## src/rtl/button_debouncer.sv

```systemverilog
// Push-button conditioner: synchronises a bouncing pad signal and accepts a new
// level only after STABLE_CYCLES identical samples; counts aborted qualifications.
module button_debouncer #(
  parameter int unsigned SYNC_STAGES   = 2,
  parameter int unsigned STABLE_CYCLES = 1000000,
  parameter logic        RESET_LEVEL   = 1'b0,
  parameter int unsigned CNT_WIDTH     = $clog2(STABLE_CYCLES + 1)
) (
  input  logic       clk_i,
  input  logic       rst_n_i,
  input  logic       button_raw_i,
  output logic       button_o,
  output logic       bouncing_o,
  output logic [7:0] glitch_cnt_o
);

  typedef enum logic {
    ST_STABLE,
    ST_CHECK
  } state_e;

  localparam logic [CNT_WIDTH-1:0] CNT_ONE  = CNT_WIDTH'(1);
  localparam logic [CNT_WIDTH-1:0] CNT_LAST = CNT_WIDTH'(STABLE_CYCLES - 1);

  state_e                 state_q, state_d;
  logic [SYNC_STAGES-1:0] sync_q;
  logic                   sync_s;
  logic [CNT_WIDTH-1:0]   cnt_q, cnt_d;
  logic                   button_q, button_d;
  logic [7:0]             glitch_q, glitch_d;

  // Plain flop chain: nothing may sit between synchroniser stages.
  always_ff @(posedge clk_i or negedge rst_n_i) begin
    if (!rst_n_i) begin
      sync_q <= {SYNC_STAGES{RESET_LEVEL}};
    end else begin
      sync_q <= {sync_q[SYNC_STAGES-2:0], button_raw_i};
    end
  end

  assign sync_s = sync_q[SYNC_STAGES-1];

  always_ff @(posedge clk_i or negedge rst_n_i) begin
    if (!rst_n_i) begin
      state_q  <= ST_STABLE;
      cnt_q    <= '0;
      button_q <= RESET_LEVEL;
      glitch_q <= '0;
    end else begin
      state_q  <= state_d;
      cnt_q    <= cnt_d;
      button_q <= button_d;
      glitch_q <= glitch_d;
    end
  end

  always_comb begin
    state_d  = state_q;
    cnt_d    = cnt_q;
    button_d = button_q;
    glitch_d = glitch_q;
    case (state_q)
      ST_STABLE: begin
        if (sync_s != button_q) begin
          // A single required sample means the change is accepted on sight.
          if (STABLE_CYCLES == 1) begin
            button_d = ~button_q;
          end else begin
            state_d = ST_CHECK;
            cnt_d   = CNT_ONE;
          end
        end
      end
      ST_CHECK: begin
        if (sync_s == button_q) begin
          state_d = ST_STABLE;
          cnt_d   = '0;
          if (glitch_q != '1) begin
            glitch_d = glitch_q + 8'd1;
          end
        end else if (cnt_q == CNT_LAST) begin
          button_d = ~button_q;
          state_d  = ST_STABLE;
          cnt_d    = '0;
        end else begin
          cnt_d = cnt_q + CNT_ONE;
        end
      end
      default: begin
        state_d = ST_STABLE;
        cnt_d   = '0;
      end
    endcase
  end

  assign button_o     = button_q;
  assign bouncing_o   = (state_q == ST_CHECK);
  assign glitch_cnt_o = glitch_q;

endmodule

```

## config.mk

```make
export PLATFORM = sky130hd
export DESIGN_NAME = button_debouncer
export DESIGN_NICKNAME = d
export VERILOG_FILES = /design/src/rtl/button_debouncer.sv
export SDC_FILE = /design/constraint.sdc
export NUM_CORES = 1
export LEC_CHECK = 0
export CORE_UTILIZATION = 51
export DETAILED_ROUTE_END_ITERATION = 10
export PLACE_DENSITY = 0.74
export SLEW_MARGIN = 20
export SYNTH_ARGS = -nofsm -noshare
export SYNTH_HDL_FRONTEND = slang
export SYNTH_SLANG_ARGS = --single-unit
```

## constraint.sdc

```tcl
create_clock -name clk_i -period 1.91 [get_ports clk_i]
set_input_delay 0.382 -clock clk_i [delete_from_list [all_inputs] [get_ports clk_i]]
set_output_delay 0.382 -clock clk_i [all_outputs]
set_load 0.005 [all_outputs]
```

# ---- Word level (Yosys, flattened, before mapping)
# Cells that the tools add are included.
dict set report totals {
  elab_cells 25
  output_inout_bits 10
  inputBits 3
  regBits 32
}
dict set report op_classes {
  n_addsub 2
  muxes 8
  bitwise_logic 3
  n_reduce_logical 2
  eq_ne 5
}
# operator count
set ops {}
lappend ops {{20-bit two-way mux} 3}
lappend ops {{20-bit one-hot mux with 2 select lines} 1}
lappend ops {{20-bit by 1-bit adder with 20-bit output, second input constant} 1}
lappend ops {{20-bit equality test, second input constant} 1}
lappend ops {{8-bit by 1-bit adder with 8-bit output, second input constant} 1}
lappend ops {{8-bit != test, second input constant} 1}
lappend ops {{3-bit AND reduction} 2}
lappend ops {{1-bit two-way mux} 3}
lappend ops {{1-bit inverter} 3}
lappend ops {{2-bit != test, second input constant} 1}
lappend ops {{1-bit one-hot mux with 2 select lines} 1}
lappend ops {{1-bit equality test} 1}
lappend ops {{1-bit != test} 1}

# ---- Logic depth before layout (Yosys ltp)
dict set report depth {
  ltp_word 4
  ltp_mapped 7
  ltp_nobuf 6
}

# ---- Worst setup path after synthesis
# No wires, ideal clock.
dict set report synth_timing {
  kind {register to register}
  from {reg cnt_q[10]}
  to {reg cnt_q[15]}
  setup_ns 0.138
  required_ns 1.772
  setup_slack_ns 0.117
  stages_incl_launch_ff 8
  arrival_time_ns 1.655
  path_buffers 2
  synth_period_minus_slack_ns 1.793
  cell_sequence {dfrtp_1 -> buf_6 -> or4b_1 -> nor3_2 -> a31oi_2 -> buf_6 -> a41oi_1 -> a31oi_1}
}
dict set report synth_between {
  elab_chain_len 4
  elab_cells_between_ends 5
  cone_classes {add/sub (1); eq/ne (1); mux (3)}
}
# item line_no
set synth_lines {}
lappend synth_lines {{from (decl)} 28} ;# logic [CNT_WIDTH-1:0] cnt_q, cnt_d;
lappend synth_lines {{from (signal assigned)} 51} ;# cnt_q <= cnt_d;
lappend synth_lines {{20-bit by 1-bit adder with 20-bit output / 20-bit equality test (equally long branches)} {86, 81}}
lappend synth_lines {{20-bit two-way mux (*)} 81} ;# end else if (cnt_q == CNT_LAST) begin
lappend synth_lines {{20-bit two-way mux (*)} 75} ;# if (sync_s == button_q) begin
lappend synth_lines {{20-bit one-hot mux with 2 select lines (*)} 62} ;# case (state_q)
# Mark *: on every way between the ends. The rest lies on a longest branch, timed or not.
# A chain may end at the register's enable or synchronous reset.

# ---- Worst setup path in the final report
dict set report layout_timing {
  from {reg cnt_q[13]}
  to {reg cnt_q[3]}
}
dict set report layout_between {
  elab_chain_len 4
}
# item line_no
set layout_lines {}
lappend layout_lines {{20-bit equality test} 81}
lappend layout_lines {{20-bit two-way mux} 81}
lappend layout_lines {{20-bit two-way mux} 75}
lappend layout_lines {{20-bit one-hot mux with 2 select lines} 62}
# Every way passes these cells.

==> impl_metrics.tcl <==
set metrics [dict create \
    outcome "complete, no violations" \
    io_buffers 12 \
    max-cap-violations 0 \
    worst_setup_path_start_kind "flip-flop" \
    drc 0 \
    power.total_w 0.00163 \
    cts_htree_levels 2 \
    post_synth.cell_area_avg_um2 9.46 \
    final_gp_congestion 0.841 \
    maxClockFrequency_ghz 0.541 \
    post_cts_hold_buffer_count 0 \
    grt_pass1_vias 1447 \
    dp_hpwl_um 2680 \
    wl_per_cell_um 15.4 \
    leakage_nw 0.810 \
    setup_violations 0 \
    worst-slew-pin-transition_ns 0.526 \
    grt.overflow.total 0 \
    fraction_of_layout_instances_using_a_drive_strength_above_1 0.134 \
    clock-sinks 32 \
    cts_root_buf "sky130_fd_sc_hd__clkbuf_4" \
    tritoncts "built" \
    starting_drt_drc_count 78 \
    height_of_the_die_um 59.1 \
    layout_commonest_cell "sky130_fd_sc_hd__dfrtp_1" \
    crit_path_max_fanout 15 \
    syn_inst 176 \
    cts_buffers 5 \
    nets 206 \
    global_route.usage.total 0.253 \
    cell_area_after_synthesis_um2 1660 \
    pre_cts_slack_ns 0.0421 \
    nets_in_the_synthesized_netlist 181 \
    design.portCount 13 \
    period_minus_slack_ns 1.85 \
    synth_async_sr_flop_share 1.00 \
    timing_hold_violations_final 0 \
    ys.flop_type "sky130_fd_sc_hd__dfrtp_1" \
    yosys.cell_types.count 34 \
    finalWirelength_um 3760 \
    fin_crit_sh 0.968 \
    row_count 20 \
    flow.area_growth_from_synthesis_pct 18.8 \
    p_per_area_nw_per_um2 823 \
    initial_core_util 0.541 \
    ys_warn_count 0 \
    worstPathRequired_ns 2.12 \
    synth_enable_flop_cells 0 \
    number_of_diodes 0 \
    worst_clock_skew_ns 0.00876 \
    cts.clk_slew.worst_paths_ns 0.10 \
    critical_path_class "reg -> reg" \
    core-area_um2 3080 \
    timing_max_transition_violations_final 0 \
    synth.ff_latch_count 32 \
    setup.worst_path.end_class "flip-flop" \
    initial_antenna_violation_count 0 \
    die_width_um 59.1 \
    yosysSeqAreaShare 0.481 \
    worst_slack_ns 0.0607 \
    drtPass1Iterations 4 \
    worstSkewPairLatency_ns 0.34 \
    cts-root-to-sink-buffers 2 \
    fin_tns_setup_ns 0 \
    final_cell_mix "sky130_fd_sc_hd__dfrtp_1 (32), sky130_fd_sc_hd__nand2_1 (26), sky130_fd_sc_hd__a31oi_1 (15)" \
    via_count 1487 \
    global_route_wire_length_before_repair_um 6440 \
    vdd.ir_drop.worst_mv 0.566 \
    antenna_violating_nets_post_route 0 \
    worst-endpoint-arrival_ns 2.06 \
    drt-vias-per-instance 6.07 \
    rsz_0062_raised_after_global_routing "no" \
    dieArea_um2 3500 \
    timing.slew.headroom 0.646 \
    pin_count_of_the_biggest_net_entering_global_routing 33 \
    hp-class "reg -> reg" \
    finalCoreUtilization 0.642 \
]
[routing by layer]
metal / part of all wire / GRT usage / routed length (um) / vias up
li1: - / - / - / 697
met1: 0.42 / 0.291 / 1600 / 721
met2: 0.49 / 0.412 / 1860 / 58
met3: 0.057 / 0.0852 / 215 / 11
met4: 0.024 / 0.143 / 92 / 0
met5: 0 / 0 / 0 / -
[power breakdown]
group	internal [W]	leakage (nW)	switching (W)	total, W
Sequential	0.000756	0.429	0.000117	0.000873
Clock	0.000208	0.0374	0.000229	0.000437
Combinational	0.000183	0.344	0.000132	0.000316
Total	0.00115	0.810	0.000478	0.00163
[cells by family after synthesis]
group                    synth area share
multiplexers                       0.0248
XOR/XNOR                           0.0421
AO/OA/AOI/OAI                       0.147
adder cells (fa/ha/maj)            0.0150
buffers and inverters              0.0338
AND/OR/NAND/NOR                     0.256
flip-flops                          0.481
[registers in the layout (all words and copies together) (netlist names)]
| signal | count |
|---|---|
| glitch_cnt_o | 8 |
| cnt_q | 20 |
| bouncing_o | 1 |
| button_o | 1 |
| sync_q | 2 |
[critical path, stage by stage, from the launching register on]
cell,delay (ns)
sky130_fd_sc_hd__dfrtp_1,0.41
sky130_fd_sc_hd__or4b_1,0.55
sky130_fd_sc_hd__nor3_2,0.15
sky130_fd_sc_hd__a31oi_2,0.13
sky130_fd_sc_hd__buf_4,0.22
sky130_fd_sc_hd__a41oi_2,0.21
sky130_fd_sc_hd__a31oi_1,0.06
[synthesized netlist by cell type, drive strengths merged, types with 2 or more instances]
cell type	number	share of area
nor2b	2	0.0075
clkbuf	4	0.0098
mux2i	3	0.018
nand2b	7	0.026
ha	2	0.015
and4	2	0.011
nor4	4	0.015
a31oi	16	0.064
inv	2	0.0045
a41oi	3	0.016
and3	3	0.011
o21ai	4	0.012
nor2	6	0.014
o31ai	2	0.0090
a21oi	12	0.036
nand3	14	0.042
nand2	26	0.059
nor3	6	0.024
buf	4	0.020
nand4	6	0.023
xor2	3	0.016
dfrtp	32	0.48
nor3b	2	0.0090
xnor2	5	0.026
[metrics by stage]
step / cells / cell area (um2) / hold WS (ns)
6_report: 245 / 1980 / 0.367
5_1_grt: 245 / 1980 / 0.379
4_1_cts: 245 / 1960 / 0.375
3_5_place_dp: 238 / 1900 / 0.353
3_3_place_gp: 238 / 1900 / 0.333
2_1_floorplan: 176 / 1660 / 0.0864
[path summary, 6_finish.rpt]
check                                   endpoint             startpoint  slack [ns]  cells after the start
min in group asynchronous   cnt_q[3]$_DFFE_PN0P_                rst_n_i        0.42                      2
max                         cnt_q[3]$_DFFE_PN0P_  cnt_q[13]$_DFFE_PN0P_        0.06                      6
max in group asynchronous  cnt_q[14]$_DFFE_PN0P_                rst_n_i        1.19                      2
min                          sync_q[1]$_DFF_PN0_    sync_q[0]$_DFF_PN0_        0.37                      0
min reg2reg                  sync_q[1]$_DFF_PN0_    sync_q[0]$_DFF_PN0_        0.37                      0
max reg2reg                 cnt_q[3]$_DFFE_PN0P_  cnt_q[13]$_DFFE_PN0P_        0.06                      6
[final cells by class]
| class | count | area (um2) |
|---|---|---|
| inverter | 2 | 7.51 |
| fill | 268 | 1100 |
| multi-input combinational | 134 | 820 |
| clock buffer | 7 | 65.1 |
| sequential | 32 | 801 |
| tap | 44 | 55.1 |
| timing repair buffer | 26 | 229 |
[what timing repair did]
| item | in CTS | in global routing |
|---|---|---|
| hold endpoints to repair | 0 | 0 |
| setup buffers | 0 | 0 |
| resized for setup | 0 | 3 |
| endpoints found under the setup margin | 0 | 5 |
Note: power is estimated with default switching activity, not from simulation.
